### config.mk
export PLATFORM = sky130hd
export DESIGN_NAME = mod5_serial_encoder
export DESIGN_NICKNAME = d
export VERILOG_FILES = /design/src/rtl/mod5_pkg.sv /design/src/rtl/mod5_residue_step.sv /design/src/rtl/mod5_serial_encoder.sv
export SDC_FILE = /design/constraint.sdc
export NUM_CORES = 1
export LEC_CHECK = 0
export BUFFER_PORTS_ARGS = -buffer_cell sky130_fd_sc_hd__buf_2
export CORE_ASPECT_RATIO = 0.8
export CORE_MARGIN = 1.5
export CORE_UTILIZATION = 57
export CTS_CLUSTER_DIAMETER = 80
export DETAILED_ROUTE_END_ITERATION = 10
export HOLD_SLACK_MARGIN = 0.03
export PLACE_DENSITY_LB_ADDON = 0.1
export SETUP_SLACK_MARGIN = 0.1
export SKIP_LAST_GASP = 1
export SLEW_MARGIN = 10
export SYNTH_ARGS = -nofsm -noshare
export SYNTH_HDL_FRONTEND = slang
export SYNTH_SLANG_ARGS = --single-unit
### constraint.sdc
create_clock -name clk -period 2.4 [get_ports clk]
set_input_delay 0.12 -clock clk [delete_from_list [all_inputs] [get_ports clk]]
set_output_delay 0.12 -clock clk [all_outputs]
set_load 0.05 [all_outputs]
### src/rtl/mod5_pkg.sv
// Shared types and helpers for the mod-5 residue-coded serial link.
package mod5_pkg;

  typedef enum logic [1:0] {
    IDLE  = 2'd0,
    DATA  = 2'd1,
    CHECK = 2'd2
  } state_t;

  typedef logic [2:0] residue_t;

  localparam int MOD5_CHECK_W = 3;

  // Check field c = (2*r) mod 5 makes 8*data + c a multiple of 5.
  function automatic logic [MOD5_CHECK_W-1:0] mod5_check(input residue_t r);
    logic [MOD5_CHECK_W-1:0] c;
    case (r)
      3'd0:    c = 3'b000;
      3'd1:    c = 3'b010;
      3'd2:    c = 3'b100;
      3'd3:    c = 3'b001;
      3'd4:    c = 3'b011;
      default: c = 3'b000;
    endcase
    return c;
  endfunction

endpackage

### src/rtl/mod5_residue_step.sv
// One MSB-first residue update: r' = (2r + b) mod 5.
module mod5_residue_step
  import mod5_pkg::*;
(
  input  residue_t r,
  input  logic     b,
  output residue_t r_next
);

  logic [3:0] v_s;

  always_comb begin
    v_s = {r, b};
    if (v_s >= 4'd5) begin
      r_next = 3'(v_s - 4'd5);
    end else begin
      r_next = v_s[2:0];
    end
  end

endmodule

### src/rtl/mod5_serial_encoder.sv
// MSB-first serial encoder appending a 3-bit mod-5 check field per frame.
// Optional MOD5_ENC_SELFCHECK_EN adds a sticky err output from an independent residue tracker.
module mod5_serial_encoder
  import mod5_pkg::*;
#(
  parameter int DATA_W = 8
) (
  input  logic              clk,
  input  logic              reset,
  input  logic [DATA_W-1:0] in_data,
  input  logic              in_valid,
  output logic              in_ready,
  output logic              out_bit,
  output logic              out_valid,
  input  logic              out_ready,
`ifdef MOD5_ENC_SELFCHECK_EN
  output logic              err,
`endif
  output logic              out_last
);

  localparam int CNT_W = $clog2(DATA_W);

  state_t                  state_q, state_d;
  logic [DATA_W-1:0]       shift_q, shift_d;
  logic [CNT_W-1:0]        cnt_q, cnt_d;
  residue_t                res_q, res_d;
  residue_t                res_next_s;
  logic [MOD5_CHECK_W-1:0] chk_q, chk_d;
  logic [MOD5_CHECK_W-1:0] chk_new_s;
  logic                    out_bit_q, out_bit_d;
  logic                    out_valid_q, out_valid_d;
  logic                    out_last_q, out_last_d;
  logic                    beat_s;
  logic                    accept_s;

  assign out_bit   = out_bit_q;
  assign out_valid = out_valid_q;
  assign out_last  = out_last_q;

  assign beat_s   = out_valid_q && out_ready;
  assign in_ready = (state_q == IDLE) ||
                    ((state_q == CHECK) && (cnt_q == CNT_W'(0)) && out_ready);
  assign accept_s = in_valid && in_ready;

  mod5_residue_step u_step (
    .r      (res_q),
    .b      (out_bit_q),
    .r_next (res_next_s)
  );

  assign chk_new_s = mod5_check(res_next_s);

  always_comb begin
    state_d     = state_q;
    shift_d     = shift_q;
    cnt_d       = cnt_q;
    res_d       = res_q;
    chk_d       = chk_q;
    out_bit_d   = out_bit_q;
    out_valid_d = out_valid_q;
    out_last_d  = out_last_q;
    case (state_q)
      IDLE: begin
        if (accept_s) begin
          state_d     = DATA;
          shift_d     = {in_data[DATA_W-2:0], 1'b0};
          out_bit_d   = in_data[DATA_W-1];
          out_valid_d = 1'b1;
          out_last_d  = 1'b0;
          res_d       = 3'd0;
          cnt_d       = CNT_W'(DATA_W - 1);
        end else begin
          out_valid_d = 1'b0;
        end
      end
      DATA: begin
        if (beat_s) begin
          res_d = res_next_s;
          if (cnt_q == CNT_W'(0)) begin
            state_d   = CHECK;
            chk_d     = chk_new_s;
            out_bit_d = chk_new_s[2];
            cnt_d     = CNT_W'(2);
          end else begin
            out_bit_d = shift_q[DATA_W-1];
            shift_d   = {shift_q[DATA_W-2:0], 1'b0};
            cnt_d     = cnt_q - CNT_W'(1);
          end
        end else begin
          state_d = DATA;
        end
      end
      CHECK: begin
        if (beat_s) begin
          case (cnt_q)
            CNT_W'(2): begin
              out_bit_d = chk_q[1];
              cnt_d     = CNT_W'(1);
            end
            CNT_W'(1): begin
              out_bit_d  = chk_q[0];
              out_last_d = 1'b1;
              cnt_d      = CNT_W'(0);
            end
            default: begin
              // Last check bit leaves now; a waiting word starts without a gap.
              if (accept_s) begin
                state_d     = DATA;
                shift_d     = {in_data[DATA_W-2:0], 1'b0};
                out_bit_d   = in_data[DATA_W-1];
                out_valid_d = 1'b1;
                out_last_d  = 1'b0;
                res_d       = 3'd0;
                cnt_d       = CNT_W'(DATA_W - 1);
              end else begin
                state_d     = IDLE;
                out_bit_d   = 1'b0;
                out_valid_d = 1'b0;
                out_last_d  = 1'b0;
              end
            end
          endcase
        end else begin
          state_d = CHECK;
        end
      end
      default: begin
        state_d     = IDLE;
        out_bit_d   = 1'b0;
        out_valid_d = 1'b0;
        out_last_d  = 1'b0;
        res_d       = 3'd0;
      end
    endcase
  end

  always_ff @(posedge clk or posedge reset) begin
    if (reset) begin
      state_q     <= IDLE;
      shift_q     <= '0;
      cnt_q       <= '0;
      res_q       <= 3'd0;
      chk_q       <= 3'd0;
      out_bit_q   <= 1'b0;
      out_valid_q <= 1'b0;
      out_last_q  <= 1'b0;
    end else begin
      state_q     <= state_d;
      shift_q     <= shift_d;
      cnt_q       <= cnt_d;
      res_q       <= res_d;
      chk_q       <= chk_d;
      out_bit_q   <= out_bit_d;
      out_valid_q <= out_valid_d;
      out_last_q  <= out_last_d;
    end
  end

`ifdef MOD5_ENC_SELFCHECK_EN
  residue_t sc_res_q, sc_res_d;
  residue_t sc_res_next_s;
  logic     err_q, err_d;

  assign err = err_q;

  mod5_residue_step u_selfcheck_step (
    .r      (sc_res_q),
    .b      (out_bit_q),
    .r_next (sc_res_next_s)
  );

  // Whole-frame residue, check bits included, must land on zero at out_last.
  always_comb begin
    sc_res_d = sc_res_q;
    err_d    = err_q;
    if (beat_s) begin
      if (out_last_q) begin
        sc_res_d = 3'd0;
        if (sc_res_next_s != 3'd0) begin
          err_d = 1'b1;
        end else begin
          err_d = err_q;
        end
      end else begin
        sc_res_d = sc_res_next_s;
      end
    end else begin
      sc_res_d = sc_res_q;
    end
  end

  always_ff @(posedge clk or posedge reset) begin
    if (reset) begin
      sc_res_q <= 3'd0;
      err_q    <= 1'b0;
    end else begin
      sc_res_q <= sc_res_d;
      err_q    <= err_d;
    end
  end
`endif

endmodule

==> impl_results.md <==
* Die Wd at between 50 and 60 um
* Mapped Area at 1430 um^2
* Row count at 16
* Worst Hold Path EP: out_valid$_DFFE_PP0P_
* Setup crit end kind: register
* R2r endpoint: shift_q[6]$_DFFE_PP0P_
* RR Startpoint: state_q[0]$_DFFE_PP0P_
* Hold/Removal Path Class: input pin to register
* Via density at just under 6
* Count of cell types in the netlist at between 40 and 50
* DRT iter0 DRCs at between 90 and 100
* Crit-path max FO at 8
* Part of the power in registers at 25.9%
* Worst slew pin tran at 0.771 ns
* DR DRC count at 0
* Tmin final at around 2.2 ns
* F_max at 462 MHz
* Max Cap Violations at 0
* Largest net degree at the start of global routing at 21
* RePlAce Congestion at 0.882
* # diodes at 0
* Reg2Reg Depth at 7
* Hold path start: in_valid
* Global-route wire length before repair at approximately 4800 um
* Share of cells above drive strength 1 at 25.3%
* Initial antenna violation count at 0
* Worst setup SP type: register
* Top_reg_cell synth: dfrtp_1
* Vias at between 1000 and 1500
* Post-CTS Setup Bufs at 0
* Syn. warnings at 0
* Final Skew at between 0.005 and 0.006 ns
* CTS max path bufs at 2
* Routed Antenna Nets at 0
* Fillers at 193
* Synth area leader: dfrtp_1
* Vias in the first global route at around 1100
* CTS root buffer: clkbuf_4
* Slew Viols, Final at 0
* Num CTS Buffers at 3
* Pwr per Cell Area at 1470 nW/um^2
* Grt total ovfl at 0
* # nets final at between 150 and 200
* Cell count after synthesis at around 150
* Routed length per instance at 14.5 um
* Fin. Hold Viols at 0
* Lkg Pwr at 0.735 nW
* Relative slew slack at between 40% and 50%
* Outcome: complete, no violations
* Final worst-path cycle share at 90.3%
* Mapped Nets at between 150 and 200
* CTS clk-pin slew, worst paths at between 0.1 and 0.15 ns
* Number of flops mapped to enable cells by yosys at 0
* Synth area leaders: dfrtp_1 35%, mux2_2 11%, ha_1 9.6%
* Crit path DAT at between 2 and 2.5 ns
* Yosys top cell area share at between 30% and 40%
* # IOs at 16
* Peak VDD IR at approximately 0.0006 V
* Initial Util at 59.4%
* Post-synth ARST share at 100%
* CTS tree: done
* Total GRT Usage at about 23%
* Switching power share of the total at 45.5%
* Critical path type: register to register
* RSZ-0062 raised after global routing: no
* Avg Synthesized Cell Area at ~9.4 um^2
* Worst-skew pair later-pin latency at around 0.30 ns
* NetSw at around 0.0011 W
* Num Clock Sinks at 20
* Layout area overhead at 11.0%
* R2R Setup Slk at between 0.2 and 0.25 ns
* TritonRoute pass-1 iters at 4
* # setup viols final at 0
* Drt total wl at about 2900 um
* H-tree levels at 1
* Die Area at between 2000 and 3000 um^2
* Die Y at 47.7 um
* Post-DP HPWL at between 2000 and 2500 um
* Reg area at roughly 500 um^2
* Setup TNS at 0 ns
* Pint at between 0.001 and 0.0015 W
* Sequential-to-total area share from yosys stat at approximately a third
* IO buf count at 15
* Clock power share at 11.9%
* Library cell with the highest instance count after synthesis: dfrtp_1
* Logic pwr share at a little over 60%
* Synth cell count leaders: 20 x dfrtp_1, 17 x nand2_1, 14 x mux2_2
* Hold_ws at 0.158 ns
* Hold Path Stages at 3
* Area occupied by multi-input gates at 840 um^2
* #FFs+latches synth at 20
* CORE AREA at about 2400 um^2
* Critical Path RT at 2.60 ns
-- state kept, by name, summed over array words and instances, names as in the netlist --
register and count:
chk_q 2, cnt_q 3, out_bit 1, out_last 1, out_valid 1, res_q 3, shift_q 7, state_q 2
-- worst max-delay path, stage by stage (launching register included) --
cell and delay (ns):
dfrtp_1 0.44, inv_1 0.10, ha_1 0.30, and4b_4 0.29, o21ai_4 0.08, o21ai_0 0.17, and3_2 0.31, mux2_2 0.36
-- cell usage in the layout, fill, tap and decap left out, drive strengths merged, types with 9 or more instances in the layout --
master / count
o21ai: 9
nor2: 10
buf: 18
mux2: 14
inv: 13
a21oi: 11
dfrtp: 20
ha: 11
nand2: 17
-- power groups by stage --
stage | Combinational [W] | Clock (W) | Sequential [W]
2_1_floorplan | 0.00111 | 0 | 0.000661
3_3_place_gp | 0.00140 | 0 | 0.000605
3_5_place_dp | 0.00143 | 0 | 0.000614
4_1_cts | 0.00144 | 0.000285 | 0.000605
5_1_grt | 0.00160 | 0.000295 | 0.000627
6_report | 0.00145 | 0.000277 | 0.000605
-- cells by family after synthesis --
kind of cell | count (synthesis) | synth area share [%]
and+or+nand+nor | 46 | 16.2
AOI/OAI and AO/OA | 38 | 18.5
DFF | 20 | 35.1
buffers and inverters | 17 | 6.14
muxes | 17 | 13.2
adders and majority gates | 11 | 9.65
xor gates and xnor gates | 2 | 1.23
-- final cells by class --
cell class,instances,area share (%)
clock inverters,1,1.90
clock buffers,3,1.42
inverters,13,3.08
multi-input cells,114,53.0
well taps,27,2.13
flip-flops and latches,20,31.6
repair buffers,19,6.80
-- worst max-delay path by stage --
stage,startpoint,end,depth (start not counted)
after detailed placement,state_q[0]$_DFFE_PP0P_,shift_q[5]$_DFFE_PP0P_,7
after global routing,state_q[0]$_DFFE_PP0P_,shift_q[5]$_DFFE_PP0P_,7
after floorplan,out_bit$_DFFE_PP0P_,chk_q[0]$_DFFE_PP0P_,6
after CTS,state_q[0]$_DFFE_PP0P_,shift_q[5]$_DFFE_PP0P_,7
after global placement,state_q[0]$_DFFE_PP0P_,shift_q[3]$_DFFE_PP0P_,7
final,state_q[0]$_DFFE_PP0P_,shift_q[6]$_DFFE_PP0P_,7
-- per-stage QoR --
stage | cell area (um^2) | util [%] | worst slack (ns) | total power [W] | cells
final | 1580 | 65.9 | 0.233 | 0.00233 | 197
after floorplan | 1430 | - | 0.424 | 0.00177 | 151
after CTS | 1580 | 65.8 | 0.151 | 0.00233 | 197
after global placement | 1520 | 63.2 | 0.296 | 0.00201 | 192
after detailed placement | 1520 | 63.2 | 0.177 | 0.00205 | 192
after global routing | 1580 | 65.9 | 0.109 | 0.00252 | 197
-- routing by layer --
metal / GRT usage [%] / vias up / part of all wire [%]
met3: 4.86 / 5 / 7.8
met2: 37.1 / 46 / 46
met5: 0 / - / 0
met4: 7.27 / 0 / 1.1
li1: - / 574 / -
met1: 31.7 / 551 / 45
-- repair_timing --
action / in CTS / in global routing
gates resized for setup: 0 / 1
hold buffers: 1 / 0
setup endpoints to repair: 0 / 7
hold endpoints to repair: 20 / 0
(Power assumes the default switching activity.)
